<file path="src/rtl/uart_rx_core_if.sv">
`default_nettype none
// ---------------------------------------------------------------------------
// uart_rx_core_if : receive-side delivery bundle (byte handshake, error pulses)
// Revision 1.0
// ---------------------------------------------------------------------------
interface uart_rx_core_if #(
  parameter int DATA_BITS = 8
);
  logic [DATA_BITS-1:0] rx_data;
  logic                 rx_valid;
  logic                 rx_ready;
  logic                 frame_err;
  logic                 parity_err;
  logic                 overrun;
  logic                 busy;

  modport master (
    output rx_data,
    output rx_valid,
    input  rx_ready,
    output frame_err,
    output parity_err,
    output overrun,
    output busy
  );

  modport slave (
    input  rx_data,
    input  rx_valid,
    output rx_ready,
    input  frame_err,
    input  parity_err,
    input  overrun,
    input  busy
  );
endinterface
`default_nettype wire

</file>
<file path="src/rtl/uart_rx_core.sv">
`default_nettype none
// ---------------------------------------------------------------------------
// uart_rx_core : UART receiver, mid-bit sampling, 1-entry valid/ready holding register
// Revision 1.0
// ---------------------------------------------------------------------------
module uart_rx_core #(
  parameter int CLKS_PER_BIT = 16,
  parameter int DATA_BITS    = 8,
  parameter int PARITY_EN    = 0,
  parameter int PARITY_ODD   = 0
) (
  input  wire logic      clk,
  input  wire logic      rst_n,
  input  wire logic      rxd,
  uart_rx_core_if.master rx_if
);

  localparam int                   DIV_W    = $clog2(CLKS_PER_BIT);
  localparam logic [DIV_W-1:0]     DIV_HALF = DIV_W'(CLKS_PER_BIT / 2 - 1);
  localparam logic [DIV_W-1:0]     DIV_FULL = DIV_W'(CLKS_PER_BIT - 1);
  localparam logic [DATA_BITS-1:0] BIT_LAST = DATA_BITS'(DATA_BITS - 1);
  localparam logic                 HAS_PAR  = (PARITY_EN != 0);
  localparam logic                 PAR_ODD  = (PARITY_ODD != 0);

  typedef enum logic [2:0] {
    IDLE   = 3'd0,
    START  = 3'd1,
    DATA   = 3'd2,
    PARITY = 3'd3,
    STOP   = 3'd4,
    BRK    = 3'd5
  } state_t;

  state_t               state, state_nx;
  logic                 sync1, rxd_s;
  logic [DIV_W-1:0]     div_cnt, div_nx;
  logic [DATA_BITS-1:0] bit_cnt, bit_nx;
  logic [DATA_BITS-1:0] shift, shift_nx;
  logic                 par_bad, par_bad_nx;
  logic [DATA_BITS-1:0] data_q, data_nx;
  logic                 valid_q, valid_nx;
  logic                 fe_q, fe_nx;
  logic                 pe_q, pe_nx;
  logic                 ov_q, ov_nx;

  always_ff @(posedge clk) begin
    if (!rst_n) begin
      sync1 <= 1'b1;
      rxd_s <= 1'b1;
    end else begin
      sync1 <= rxd;
      rxd_s <= sync1;
    end
  end

  always_ff @(posedge clk) begin
    if (!rst_n) begin
      state <= IDLE;
    end else begin
      state <= state_nx;
    end
  end

  always_comb begin
    state_nx   = state;
    div_nx     = div_cnt;
    bit_nx     = bit_cnt;
    shift_nx   = shift;
    par_bad_nx = par_bad;
    data_nx    = data_q;
    // a transfer empties the register unless a new byte reloads it below
    valid_nx   = valid_q & ~rx_if.rx_ready;
    fe_nx      = 1'b0;
    pe_nx      = 1'b0;
    ov_nx      = 1'b0;

    case (state)
      IDLE: begin
        div_nx     = '0;
        bit_nx     = '0;
        par_bad_nx = 1'b0;
        if (!rxd_s) begin
          state_nx = START;
        end
      end

      START: begin
        if (div_cnt == DIV_HALF) begin
          div_nx   = '0;
          state_nx = rxd_s ? IDLE : DATA;
        end else begin
          div_nx = div_cnt + 1'b1;
        end
      end

      DATA: begin
        if (div_cnt == DIV_FULL) begin
          div_nx   = '0;
          shift_nx = {rxd_s, shift[DATA_BITS-1:1]};
          if (bit_cnt == BIT_LAST) begin
            bit_nx   = '0;
            state_nx = HAS_PAR ? PARITY : STOP;
          end else begin
            bit_nx = bit_cnt + 1'b1;
          end
        end else begin
          div_nx = div_cnt + 1'b1;
        end
      end

      PARITY: begin
        if (div_cnt == DIV_FULL) begin
          div_nx     = '0;
          par_bad_nx = (rxd_s != ((^shift) ^ PAR_ODD));
          state_nx   = STOP;
        end else begin
          div_nx = div_cnt + 1'b1;
        end
      end

      STOP: begin
        if (div_cnt == DIV_FULL) begin
          div_nx   = '0;
          fe_nx    = ~rxd_s;
          pe_nx    = par_bad;
          state_nx = rxd_s ? IDLE : BRK;
          if (rxd_s && !par_bad) begin
            if (valid_q && !rx_if.rx_ready) begin
              ov_nx = 1'b1;
            end else begin
              data_nx  = shift;
              valid_nx = 1'b1;
            end
          end
        end else begin
          div_nx = div_cnt + 1'b1;
        end
      end

      // line held low past the stop bit: wait for idle before re-arming
      BRK: begin
        if (rxd_s) begin
          state_nx = IDLE;
        end
      end

      default: begin
        state_nx = IDLE;
      end
    endcase
  end

  always_ff @(posedge clk) begin
    if (!rst_n) begin
      div_cnt <= '0;
      bit_cnt <= '0;
      shift   <= '0;
      par_bad <= 1'b0;
      data_q  <= '0;
      valid_q <= 1'b0;
      fe_q    <= 1'b0;
      pe_q    <= 1'b0;
      ov_q    <= 1'b0;
    end else begin
      div_cnt <= div_nx;
      bit_cnt <= bit_nx;
      shift   <= shift_nx;
      par_bad <= par_bad_nx;
      data_q  <= data_nx;
      valid_q <= valid_nx;
      fe_q    <= fe_nx;
      pe_q    <= pe_nx;
      ov_q    <= ov_nx;
    end
  end

  assign rx_if.rx_data    = data_q;
  assign rx_if.rx_valid   = valid_q;
  assign rx_if.frame_err  = fe_q;
  assign rx_if.parity_err = pe_q;
  assign rx_if.overrun    = ov_q;
  assign rx_if.busy       = (state != IDLE);

endmodule
`default_nettype wire
</file>
<file path="src/flat_wrapper.sv">
// flat-port wrapper written by rule: the top's interface ports become plain ports
module uart_rx_core_flat 
#(
  parameter int CLKS_PER_BIT = 16,
  parameter int DATA_BITS    = 8,
  parameter int PARITY_EN    = 0,
  parameter int PARITY_ODD   = 0
)
  (clk, rst_n, rxd, rx_if_rx_data, rx_if_rx_valid, rx_if_rx_ready, rx_if_frame_err, rx_if_parity_err, rx_if_overrun, rx_if_busy);
  uart_rx_core_if #(.DATA_BITS(DATA_BITS)) rx_if_i ();
  input  wire logic clk;
  input  wire logic rst_n;
  input  wire logic rxd;
  output wire logic [$bits(rx_if_i.rx_data)-1:0] rx_if_rx_data;
  output wire logic [$bits(rx_if_i.rx_valid)-1:0] rx_if_rx_valid;
  input wire logic [$bits(rx_if_i.rx_ready)-1:0] rx_if_rx_ready;
  output wire logic [$bits(rx_if_i.frame_err)-1:0] rx_if_frame_err;
  output wire logic [$bits(rx_if_i.parity_err)-1:0] rx_if_parity_err;
  output wire logic [$bits(rx_if_i.overrun)-1:0] rx_if_overrun;
  output wire logic [$bits(rx_if_i.busy)-1:0] rx_if_busy;
  assign rx_if_rx_data = rx_if_i.rx_data;
  assign rx_if_rx_valid = rx_if_i.rx_valid;
  assign rx_if_i.rx_ready = rx_if_rx_ready;
  assign rx_if_frame_err = rx_if_i.frame_err;
  assign rx_if_parity_err = rx_if_i.parity_err;
  assign rx_if_overrun = rx_if_i.overrun;
  assign rx_if_busy = rx_if_i.busy;
  uart_rx_core #(.CLKS_PER_BIT(CLKS_PER_BIT), .DATA_BITS(DATA_BITS), .PARITY_EN(PARITY_EN), .PARITY_ODD(PARITY_ODD)) u_core (.clk(clk), .rst_n(rst_n), .rxd(rxd), .rx_if(rx_if_i));
endmodule
</file>
<file path="config.mk">
export PLATFORM = sky130hd
export DESIGN_NAME = uart_rx_core_flat
export DESIGN_NICKNAME = d
export VERILOG_FILES = /design/src/rtl/uart_rx_core_if.sv /design/src/rtl/uart_rx_core.sv /design/src/flat_wrapper.sv
export SDC_FILE = /design/constraint.sdc
export NUM_CORES = 1
export LEC_CHECK = 0
export ABC_CLOCK_PERIOD_IN_PS = 3200
export CORE_MARGIN = 2
export CORE_UTILIZATION = 35
export DETAILED_ROUTE_END_ITERATION = 12
export DONT_BUFFER_PORTS = 1
export REMOVE_ABC_BUFFERS = 1
export SLEW_MARGIN = 20
export SYNTH_ARGS = -nofsm -noshare
export SYNTH_HDL_FRONTEND = slang
export SYNTH_SLANG_ARGS = --single-unit
</file>
<file path="constraint.sdc">
create_clock -name clk -period 3.2 [get_ports clk]
set_input_delay 0.16 -clock clk [delete_from_list [all_inputs] [get_ports clk]]
set_output_delay 0.16 -clock clk [all_outputs]
set_load 0.01 [all_outputs]
</file>
==> qor.csv <==
metric;value;unit
outcome;finished clean;
cts_resized;0;
clock_sinks;38;
finalSetupTns;0;ns
num_antenna_cells;0;
synth_edf_count;0;
dpl_worst_slack;1.49;ns
dpl-instance-area;0.00182;mm2
portBuffers;0;
hpwlAfterDp;2.08;mm
gp_congestion;0.724;
synth_seq_cells;38;
grt_pass1_wl;5.22;mm
yosysUniqueCellTypes;44;
syn_inst;181;
die_w;75.4;um
cp-end-kind;flip-flop;
max_clock_freq;581;MHz
period_share;0.538;
yosys_warnings;0;
die_h;75.4;um
worstMarginPinSlew;0.602;ns
initial_core_util;0.370;
dieArea;0.00568;mm2
fin_hold_ws;0.00522;ns
post-route-util;0.413;
dr.pass1.iters;5;
min_period;1.72;ns
worst-path-max-fanout;8;
wl;3.11;mm
ys.flop_type;dfxtp_1;
fin_skew;0.00486;ns
async_flop_share;0;
cts_setup_buffers;0;
min_path_type;primary input to flip-flop;
synth_top_area_share;0.427;
drt_iter0_drc;61;
cp.required;3.39;ns
final-hold-violation-count;0;
grt_pass1_vias;1073;
grt_usage;0.120;
hold_buffers;3;
wl_per_cell;12.3;um
grt_max_degree;19;
cts_tree;built;
drtAntennaViolNets;0;
setup_slack;1.48;ns
setup_viol;0;
grt_antenna_before_repair;0;
pin_count;17;
path_class;flip-flop to flip-flop;
grt_overflow_total;0;
insertion_delay;0.29;ns
rows;25;
yosys.area.top_type;dfxtp_1;
final_max_slew_viol_count;0;
cellLeakagePower;0.819;nW
synth_most_common_cell;dfxtp_1;
ir_worst_vdd;0.219;mV
layout-drive-gt1-share;0.102;
synthTopCellsByCount;dfxtp_1 (38), nor2b_1 (22), mux2i_1 (19);
syn_to_final_growth;11.7;%
powerDensity;496;mW/mm2
yosysSeqAreaShare;0.427;
placeableCoreArea;0.00482;mm2
cap_violations;0;
start_kind;flip-flop;
syn_area_per_cell;9.84;um2
grt_setup_unrepaired;no;
synth_area;0.00178;mm2
drc;0;
clock_tree.root_cell;clkbuf_8;
cts.clk_slew.worst_paths;0.08;ns
final_cell_area;0.00199;mm2
critPathArrivalTime;1.91;ns
relSlewSlack;0.597;
vias_per_cell;4.72;
numCtsBuffers;5;
synth_area_leaders;dfxtp_1 (43%), mux2i_1 (11%), nor2b_1 (7.7%);
num_vias;1195;
cts.path.max_buffers;2;
cts_max_level;2;
final_nets;191;
## final cells by class
cell class                      instances  area [um2]
Tap cell                               67        83.8
Clock inverter                          3        68.8
Clock buffer                            5        68.8
Fill cell                             493        2830
Sequential cell                        38         761
Timing Repair Buffer                    3        30.0
Multi-Input combinational cell        135         970
Inverter                                2        7.51
## final timing paths
path	startpoint	end	slack [ns]	cells past startpoint
setup / recovery	u_core.div_cnt[0]	u_core.rx_if.rx_data[5]	1.48	6
hold / removal	rst_n	u_core.rx_if.rx_data[0]	0.005	1
setup reg to reg	u_core.div_cnt[0]	u_core.rx_if.rx_data[5]	1.48	6
hold reg to reg	u_core.sync1	u_core.rxd_s	0.41	1
## sequential cells by signal, indices dropped and copies added (netlist names)
signal and count:
u_core.shift 8, u_core.rx_if.frame_err 1, u_core.sync1 1, u_core.par_bad 1
u_core.state 3, u_core.rx_if.rx_valid 1, u_core.rxd_s 1, u_core.rx_if.rx_data 8
u_core.div_cnt 4, u_core.rx_if.parity_err 1, u_core.rx_if.overrun 1, u_core.bit_cnt 8
## logic make-up (layout without fill, tap and decap cells)
kind of cell | after synthesis | after routing | synth area share
muxes | 20 | 20 | 0.113
and+or+nand+nor | 80 | 80 | 0.264
adders and majority gates | 2 | 2 | 0.0140
xor gates and xnor gates | 13 | 13 | 0.0716
DFF | 38 | 38 | 0.427
buffers and inverters | 8 | 13 | 0.0288
AOI/OAI and AO/OA | 20 | 20 | 0.0815
## critical path, cell delays in order, from the launching register on
cell and delay [ns]:
dfxtp_1 0.39, ha_1 0.23, and3_1 0.32, and3_2 0.28
nand3_4 0.17, mux2i_1 0.19, nor2b_1 0.06
## through the flow
step / std cells / power [mW]
floorplan: 175 / 0.504
global placement: 242 / 0.507
detailed placement: 242 / 0.507
CTS: 253 / 1.01
global route: 253 / 1.02
finish: 253 / 0.986
## placed cells by master (no fill, tap or decap), types with 2 or more instances in the layout
cell and n:
bufinv_16 2, nor3_1 3, a31oi_1 2, xor2_1 2
a21oi_1 3, a21boi_0 2, o21a_1 2, xnor2_1 10
nand2_1 13, inv_1 2, and2_1 2, nand2b_1 3
and3_1 4, nor2_1 15, nor2b_1 22, o21ai_0 6
ha_1 2, mux2i_1 19, nor4_1 2, dlygate4sd3_1 3
nand3_1 3, clkbuf_8 5, dfxtp_1 38
## where the power goes
group          leakage [nW]  total [mW]  switching [mW]  internal, mW
Clock                0.0683       0.485           0.173         0.312
Combinational         0.444      0.0243          0.0112        0.0131
Sequential            0.307       0.477         0.00248         0.474
Total                 0.819       0.986           0.186         0.800
## per-layer routing
layer / vias to the layer above / routed length, um / GRT usage
met5: - / 0 / 0
met1: 546 / 1520 / 0.164
li1: 627 / - / -
met3: 5 / 103 / 0.0384
met4: 0 / 46 / 0.0409
met2: 17 / 1440 / 0.179
Power figures use the tool's default switching activity.
